==> src/rtl/id_ex_pipe.sv <==
`default_nettype none
// ============================================================================
//  Module      : id_ex_pipe
//  Description : ID/EX pipeline register with stall, flush (bubble) and a
//                sticky HALTED state entered when a dump/err reaches EX.
//  Revision    : 1.0  initial release
// ============================================================================
module id_ex_pipe #(
    parameter int DATA_W      = 16,
    parameter bit HALT_ON_ERR = 1'b1
) (
    input  logic              clk,
    input  logic              rst,
    input  logic              stall,
    input  logic              flush,
    input  logic              id_valid,
    input  logic [15:0]       id_instr,
    input  logic [DATA_W-1:0] id_pc_inc,
    input  logic [DATA_W-1:0] id_rd1,
    input  logic [DATA_W-1:0] id_rd2,
    input  logic [DATA_W-1:0] id_imm,
    input  logic [2:0]        id_alu_src,
    input  logic [1:0]        id_reg_dst,
    input  logic [4:0]        id_hasAB,
    input  logic              id_mem_write,
    input  logic              id_reg_write,
    input  logic              id_mem_to_reg,
    input  logic              id_invA,
    input  logic              id_invB,
    input  logic              id_Cin,
    input  logic              id_dump,
    input  logic              id_err,
    output logic              ex_valid,
    output logic [DATA_W-1:0] ex_pc_inc,
    output logic [DATA_W-1:0] ex_rd1,
    output logic [DATA_W-1:0] ex_rd2,
    output logic [DATA_W-1:0] ex_imm,
    output logic [2:0]        ex_alu_src,
    output logic [4:0]        ex_hasAB,
    output logic [2:0]        ex_wr_reg,
    output logic              ex_mem_write,
    output logic              ex_reg_write,
    output logic              ex_mem_to_reg,
    output logic              ex_invA,
    output logic              ex_invB,
    output logic              ex_Cin,
    output logic              ex_dump,
    output logic              ex_err,
    output logic              halted
);

    typedef enum logic [0:0] {
        ST_RUN    = 1'b0,
        ST_HALTED = 1'b1
    } state_t;

    state_t     r_state;
    state_t     w_state_nxt;
    logic       w_load;
    logic       w_halt_req;
    logic [2:0] w_wr_reg;
    logic       w_unused_instr;

    // Only the three register-index fields of the instruction are consumed here.
    assign w_unused_instr = ^{id_instr[15:11], id_instr[1:0]};

    always_comb begin
        w_wr_reg = 3'b111;
        case (id_reg_dst)
            2'd0:    w_wr_reg = id_instr[4:2];
            2'd1:    w_wr_reg = id_instr[7:5];
            2'd2:    w_wr_reg = id_instr[10:8];
            default: w_wr_reg = 3'b111;
        endcase
    end

    assign w_load     = (r_state == ST_RUN) && !flush && !stall;
    assign w_halt_req = id_valid && (id_dump || (HALT_ON_ERR && id_err));

    always_comb begin
        w_state_nxt = r_state;
        if (w_load && w_halt_req) begin
            w_state_nxt = ST_HALTED;
        end
    end

    always_ff @(posedge clk) begin
        if (rst) begin
            r_state <= ST_RUN;
        end else begin
            r_state <= w_state_nxt;
        end
    end

    assign halted = (r_state == ST_HALTED);

    always_ff @(posedge clk) begin
        if (rst) begin
            ex_valid      <= 1'b0;
            ex_pc_inc     <= '0;
            ex_rd1        <= '0;
            ex_rd2        <= '0;
            ex_imm        <= '0;
            ex_alu_src    <= 3'b000;
            ex_hasAB      <= 5'b00000;
            ex_wr_reg     <= 3'b000;
            ex_mem_write  <= 1'b0;
            ex_reg_write  <= 1'b0;
            ex_mem_to_reg <= 1'b0;
            ex_invA       <= 1'b0;
            ex_invB       <= 1'b0;
            ex_Cin        <= 1'b0;
            ex_dump       <= 1'b0;
            ex_err        <= 1'b0;
        end else if (r_state == ST_RUN) begin
            if (flush) begin
                // Bubble: kill every side-effecting bit, leave the payload alone.
                ex_valid     <= 1'b0;
                ex_mem_write <= 1'b0;
                ex_reg_write <= 1'b0;
                ex_dump      <= 1'b0;
                ex_err       <= 1'b0;
            end else if (!stall) begin
                ex_valid      <= id_valid;
                ex_pc_inc     <= id_pc_inc;
                ex_rd1        <= id_rd1;
                ex_rd2        <= id_rd2;
                ex_imm        <= id_imm;
                ex_alu_src    <= id_alu_src;
                ex_hasAB      <= id_hasAB;
                ex_wr_reg     <= w_wr_reg;
                ex_mem_write  <= id_mem_write & id_valid;
                ex_reg_write  <= id_reg_write & id_valid;
                ex_mem_to_reg <= id_mem_to_reg;
                ex_invA       <= id_invA;
                ex_invB       <= id_invB;
                ex_Cin        <= id_Cin;
                ex_dump       <= id_dump & id_valid;
                ex_err        <= id_err & id_valid;
            end
        end
    end

endmodule
`default_nettype wire
==> config.mk <==
export PLATFORM = sky130hd
export DESIGN_NAME = id_ex_pipe
export DESIGN_NICKNAME = d
export VERILOG_FILES = /design/src/rtl/id_ex_pipe.sv
export SDC_FILE = /design/constraint.sdc
export NUM_CORES = 1
export LEC_CHECK = 0
export CORE_UTILIZATION = 35
export DETAILED_ROUTE_END_ITERATION = 7
export HOLD_SLACK_MARGIN = 0.02
export PLACE_DENSITY_LB_ADDON = 0.3
export SLEW_MARGIN = 20
export SYNTH_ARGS = -nofsm -noshare
export SYNTH_HDL_FRONTEND = slang
export SYNTH_SLANG_ARGS = --single-unit
==> constraint.sdc <==
create_clock -name clk -period 3.7 [get_ports clk]
set_clock_uncertainty 0.15 [all_clocks]
set_input_delay 0.925 -clock clk [delete_from_list [all_inputs] [get_ports clk]]
set_output_delay 0.925 -clock clk [all_outputs]
set_load 0.05 [all_outputs]
# Yosys cells after proc, flatten, opt, wreduce, memory -nomap -nowiden
# Index checks and enable logic that the tools add are counted.
# Widths: inputs -> output; s select.
[totals] in_bits=103 output_inout_bits=85 elab_cells=48 ff_bits=85
[op_classes] n_reduce_logical=10 muxes=11 eq_ne=3 bitwise_logic=7
[ops] operator="$mux 1" n=10
[ops] operator="$pmux 3 s3" n=1
[ops] operator="$and 1x1->1" n=4
[ops] operator="$logic_and 1x1->1" n=4
[ops] operator="$not 1->1" n=3
[ops] operator="$reduce_and 3->1" n=1
[ops] operator="$eq 2x1->1 const B" n=1
[ops] operator="$eq 2x2->1 const B" n=1
[ops] operator="$logic_not 1->1" n=2
[ops] operator="$logic_not 2->1" n=1
[ops] operator="$ne 2x1->1 const B" n=1
[ops] operator="$reduce_and 2->1" n=1
[ops] operator="$logic_or 1x1->1" n=1

# Logic depth before layout (Yosys ltp)
# Gate-level depths: netlist (run 1).
[depth] ltp_word=4 mapped_depth=6

# Worst setup path before layout (run 1)
# No wires, ideal clock.
[synth_path] kind="input to register" start="input flush" end="register ex_wr_reg[0]" required_ns=3.414 setup_time_ns=0.136 t_arrival_ns=1.798 path_stages=6 path_buffers=3 setup_slack_ns=1.617 path_cell_list="or3_1 buf_2 buf_6 buf_6 nand2_1 o32ai_1"
[synth_between] elab_chain_len=2
[synth_lines] element="start, declared" line="15" text="input logic flush,"
[synth_lines] element="$not 1->1 (no source line)"
[synth_lines] element="$reduce_and 3->1 (no source line)"
[synth_lines] element="end signal, assigned" line="131" text="ex_wr_reg <= w_wr_reg;"
[synth_lines] element="end, declared" line="40" text="output logic [2:0] ex_wr_reg,"
# Every way passes these cells.
# A chain may end at the register's enable or synchronous reset.

# Worst setup path after layout (run 1)
[layout_path] start="register r_state, in the netlist halted" end="output halted"
[layout_rtl] element="start, declared" line="57" text="state_t r_state;"
[layout_rtl] element="start signal, assigned" line="91" text="r_state <= w_state_nxt;"
[layout_rtl] element="end, declared" line="49" text="output logic halted"
# No word-level cell between the ends.

==> summary.txt, run 1 <==
P_sw: 0.602 mW
Critical Path Start Type: flop
Syn. warnings: 0
Crit Path Max Fanout: 7
Synthesis-stage register bit count: 85
Post-route DRC: 0
Final core utilization: 61.2%
Gr ovfl total: 0
Worst slew margin: 41.3%
Initial core utilization: 36.3%
Gr usage total: 18.4%
Tmin final: 2.77 ns
Via/cell ratio: 4.65
PostCTS Resize Cnt: 0
Nets: 644
Post-synthesis compound-gate area fraction: 16.5%
PwrDens: 415 nW/um^2
RD Place Congestion: 0.756
Final cell count without fillers: 651
Worst Hold Class: flop to flop
Met3 usage: 6.84%
RSZ-0062 raised after global routing: false
Synth Instances: 371
Comb power frac: 21.5%
CTS Sinks: 85
Num CTS Buffers: 9
Post-synthesis sequential area ratio: 56.7%
Routed WL: 8400 um
Setup Fix Bufs, Post-CTS: 0
First-pass GRT wire length: 12,800 um
Largest area contributor in the netlist: dfxtp_1
P_int: 1.50 mW
Synth top area cells: dfxtp_1, nand2_1, a21oi_1
I/O Buffers: 180
Avg Inst Size Synth: 8.09 um^2
DIE AREA: 8950 um^2
Final Hold Fails: 0
Worst Setup End Kind: output port
Synth top area share: 56.7%
Max Transition Viols Final: 0
Cell total after placement: 635
Simple-Gate Fraction of Synth Area: 22.5%
Slowest-stage cell, CP: clkdlybuf4s50_1
Row count: 33
Crit path buf inv count: 1
Status: complete, no violations
Fraction of layout cells with a size suffix above 1: 4.76%
Cell family with most CP delay: buffers and inverters
Clock-pin transition on the worst setup and hold timing paths: 0.08 ns
Boundary Pins: 188
Vias in the first global route: 2,876
Synth Net Count: 474
Max_cap viols: 0
Layer with the highest usage: met2
Critical-path cell list: clkdlybuf4s50_1
CTS H-tree lvls: 3
Std-Cell Core Area: 8260 um^2
Period utilization: 74.8%
TritonCTS clock tree: yes
Crit Path Category: flop to output port
Worst-Margin Slew: 0.881 ns
Synth Area in Adders: 0%
DRT iter0 DRCs: 87
Sw Share: 28.7%
Vias: 3,026
Clock share of power: 31.9%
Synth Area in XOR/XNOR: 0%
Post-DP HPWL: 5920 um
Met2 Track Usage GR: 32.0%
Maximum VDD drop: 0.198 mV
Lkg Pwr: 1.81 nW
Post-DRT Antenna Nets: 0
Hold_buf cts: 0
Worst Path Arrival: 1.69 ns
Mux contribution to synthesized area: 0%
Number of endpoints failing setup at the final stage: 0
WP data required: 2.62 ns
M1 GR Usage: 19.9%
Post-DR wirelength/cell: 12.9 um
Clk buf depth: 2
Initial antenna violation count: 0
Clock latency on the worst-skew pair: 0.34 ns
Slowest stage delay, CP: 0.87 ns
Hold_ws: 0.304 ns
Post-synthesis cell area: 3000 um^2
Yosys cell types: 21
Die width: 94.6 um
Area grow syn2layout: 68.4%
Setup TNS: 0 ns
Antenna cells: 0
Die height: 94.6 um
1st-pass router iterations: 4
Max Fclk: 361 MHz
CTS Root Cell: clkbuf_8
Sequential share of power: 46.6%
Largest family of logic cells by synthesized area: simple AND/OR/NAND/NOR gates
Largest net degree at the start of global routing: 48
-- final timing paths --
kind / from / endpoint / slack, ns / depth (start not counted)
worst max-delay path: halted / halted / 0.93 / 1
worst min-delay path: ex_rd1[15] / ex_rd1[15] / 0.30 / 2
worst max register to register: halted / ex_dump / 1.85 / 4
worst min register to register: ex_rd1[15] / ex_rd1[15] / 0.30 / 2
-- synthesized netlist by cell type, drive strengths merged --
| cell type | instances |
|---|---|
| or3 | 1 |
| a22o | 4 |
| a211oi | 3 |
| o32ai | 3 |
| clkbuf | 14 |
| o21ba | 1 |
| nor3 | 1 |
| nand2b | 1 |
| o21a | 1 |
| a21oi | 78 |
| nand2 | 156 |
| nor2b | 4 |
| nor3b | 1 |
| dfxtp | 85 |
| buf | 12 |
| or4 | 1 |
| nor2 | 4 |
| o21ai | 1 |
-- worst reg2reg max path: cells and delay by family (launching register included) --
| family | cells | cell delay [ns] |
|---|---|---|
| AND/OR/NAND/NOR | 2 | 0.81 |
| flip-flops | 1 | 0.39 |
| buffers and inverters | 1 | 0.27 |
| AO/OA/AOI/OAI | 1 | 0.18 |
-- cells by family (layout without fill, tap and decap cells) --
group / after synthesis / after routing
DFF: 85 / 85
and+or+nand+nor: 169 / 169
buffers and inverters: 26 / 201
AOI/OAI and AO/OA: 91 / 91
-- layout make-up --
type / instances / area (um^2)
Fill cell: 717 / 3200
Sequential cell: 85 / 1700
Multi-Input combinational cell: 260 / 1180
Clock buffer: 11 / 151
Clock inverter: 5 / 58.8
Timing Repair Buffer: 185 / 1830
Tap cell: 105 / 131
-- per-layer routing --
| layer | wire [um] | up-vias | share of wire (%) |
|---|---|---|---|
| li1 | - | 1548 | - |
| met3 | 824 | 13 | 9.8 |
| met2 | 4060 | 108 | 48 |
| met5 | 0 | - | 0 |
| met4 | 145 | 0 | 1.7 |
| met1 | 3370 | 1357 | 40 |
-- power groups by stage --
stage / Sequential, mW / Clock, mW / Combinational [mW]
finish: 0.978 / 0.671 / 0.451
global route: 0.984 / 0.734 / 0.479
global placement: 0.998 / 0 / 0.447
floorplan: 1.15 / 0 / 0.0962
CTS: 0.979 / 0.697 / 0.454
detailed placement: 1.00 / 0 / 0.452
-- metrics by stage --
stage          area (um^2)  setup slack [ns]  power [mW]
2_1_floorplan         3000              1.62        1.25
6_report              5060             0.932        2.10
3_5_place_dp          4850             0.812        1.45
3_3_place_gp          4850             0.873        1.44
4_1_cts               5060             0.908        2.13
5_1_grt               5060             0.882        2.20
-- cells in the final DEF (no fill, tap or decap) --
cell             instances
a22o_1                   4
o21ai_0                  1
clkinv_4                 1
clkdlybuf4s50_1        179
or3_2                    1
clkinvlp_4               2
nor3b_4                  1
o21a_1                   1
a21oi_1                 78
buf_2                    1
a211oi_1                 3
nor2_1                   4
buf_4                    5
nor2b_1                  4
nor3_4                   1
nand2_1                156
clkinv_2                 1
nand2b_1                 1
o21ba_2                  1
o32ai_1                  3
or4_1                    1
bufinv_16                1
dfxtp_1                 85
clkbuf_8                11
(Power assumes the default switching activity.)
==> run 2: changes to the inputs <==
Clock period 3.7 ns to 2.8 ns, I/O delays scaled along.
==> summary.txt, run 2 (synthesis results as in run 1) <==
Crit Path Max Fanout: 7
Slowest stage delay, CP: 0.87 ns
CTS Root Cell: clkbuf_8
Critical Path Start Type: flop
Post-DP HPWL: 6070 um
Clk buf depth: 2
Worst Setup End Kind: output port
1st-pass router iterations: 4
Flop2flop setup slack: 1.09 ns
Max Fclk: 395 MHz
Cell Area, Placed: 4880 um^2
Initial core utilization: 36.3%
Min-Delay Path Depth: 2
Clock latency on the worst-skew pair: 0.33 ns
Vias in the first global route: 2,852
Area grow syn2layout: 70.1%
Period utilization: 90.5%
CTS Sinks: 85
Final core utilization: 61.8%
WP data required: 1.95 ns
Boundary Pins: 188
Status: complete, no violations
Max Transition Viols Final: 0
Critical-path cell list: clkdlybuf4s50_1
Initial antenna violation count: 0
PwrDens: 565 nW/um^2
I/O Buffers: 180
DRT iter0 DRCs: 98
Most common cell after layout, fill and taps aside: clkdlybuf4s50_1
Largest net degree at the start of global routing: 45
Lkg Pwr: 1.84 nW
Pwr Total: 2.89 mW
Most frequent cells in the layout: clkdlybuf4s50_1, nand2_1, dfxtp_1, a21oi_1, clkbuf_8
Post-DRT Antenna Nets: 0
Post-route cell area: 5110 um^2
FF-to-FF Start: halted
Gr usage total: 18.6%
RSZ-0062 raised after global routing: false
Tmin final: 2.53 ns
Post-DR wirelength/cell: 13.1 um
Via/cell ratio: 4.72
Num CTS Buffers: 9
Final Hold Fails: 0
Vias: 3,073
Setup Fix Bufs, Post-CTS: 0
DIE AREA: 8950 um^2
Crit path buf inv count: 1
Worst-Margin Slew: 0.533 ns
Worst Hold Class: flop to flop
Hold_sp: ex_hasAB[1]
CTS H-tree lvls: 3
Nets: 645
Worst slew margin: 64.4%
Worst Hold Path EP: ex_hasAB[1]
Number of endpoints failing setup at the final stage: 0
Maximum VDD drop: 0.327 mV
First-pass GRT wire length: 13,100 um
R2R depth: 4
Final cell count without fillers: 651
Fraction of layout cells with a size suffix above 1: 4.58%
RD Place Congestion: 0.757
Max_cap viols: 0
Crit Path Category: flop to output port
TritonCTS clock tree: yes
Antenna cells: 0
Gr ovfl total: 0
Routed WL: 8550 um
Die width: 94.6 um
Row count: 33
Clock-pin transition on the worst setup and hold timing paths: 0.08 ns
Std-Cell Core Area: 8260 um^2
Hold_buf cts: 0
Cell family with most CP delay: buffers and inverters
Slowest-stage cell, CP: clkdlybuf4s50_1
Cell total after placement: 636
Worst Path Arrival: 1.68 ns
Die height: 94.6 um
Post-route DRC: 0
PostCTS Resize Cnt: 0
Setup TNS: 0 ns
R2r endpoint: ex_wr_reg[2]
-- run 2: cell type report --
cell class / count / area [um^2]
clock buffer: 10 / 128
clock inverter: 5 / 100
fill: 737 / 3150
multi-input combinational: 260 / 1180
sequential: 85 / 1700
tap: 105 / 131
timing repair buffer: 186 / 1870
-- run 2: layer usage --
layer / part of all wire (%) / vias up / GRT usage, %
met5: 0 / - / 0
met4: 1.2 / 0 / 6.57
met3: 10 / 10 / 7.73
met2: 48 / 118 / 32.4
met1: 40 / 1400 / 20.2
li1: - / 1545 / -
-- run 2: worst max-delay path by stage --
stage	startpoint	to	slack, ns	cells after the start
6_report	halted	halted	0.27	1
5_1_grt	halted	halted	0.17	1
4_1_cts	halted	halted	0.24	1
3_5_place_dp	flush	ex_wr_reg[1]	0.29	5
3_3_place_gp	flush	ex_wr_reg[0]	0.33	5
2_1_floorplan	flush	ex_wr_reg[0]	0.94	6
-- run 2: power breakdown --
group          internal, mW  switching (mW)
sequential             1.27          0.0283
clock                 0.585           0.406
combinational         0.258           0.345
total                  2.11           0.779
-- run 2: metrics by stage --
step / setup WS [ns] / hold WS [ns]
5_1_grt: 0.173 / 0.321
6_report: 0.266 / 0.303
3_5_place_dp: 0.293 / 0.297
4_1_cts: 0.237 / 0.308
3_3_place_gp: 0.328 / 0.291
2_1_floorplan: 0.942 / 0.521
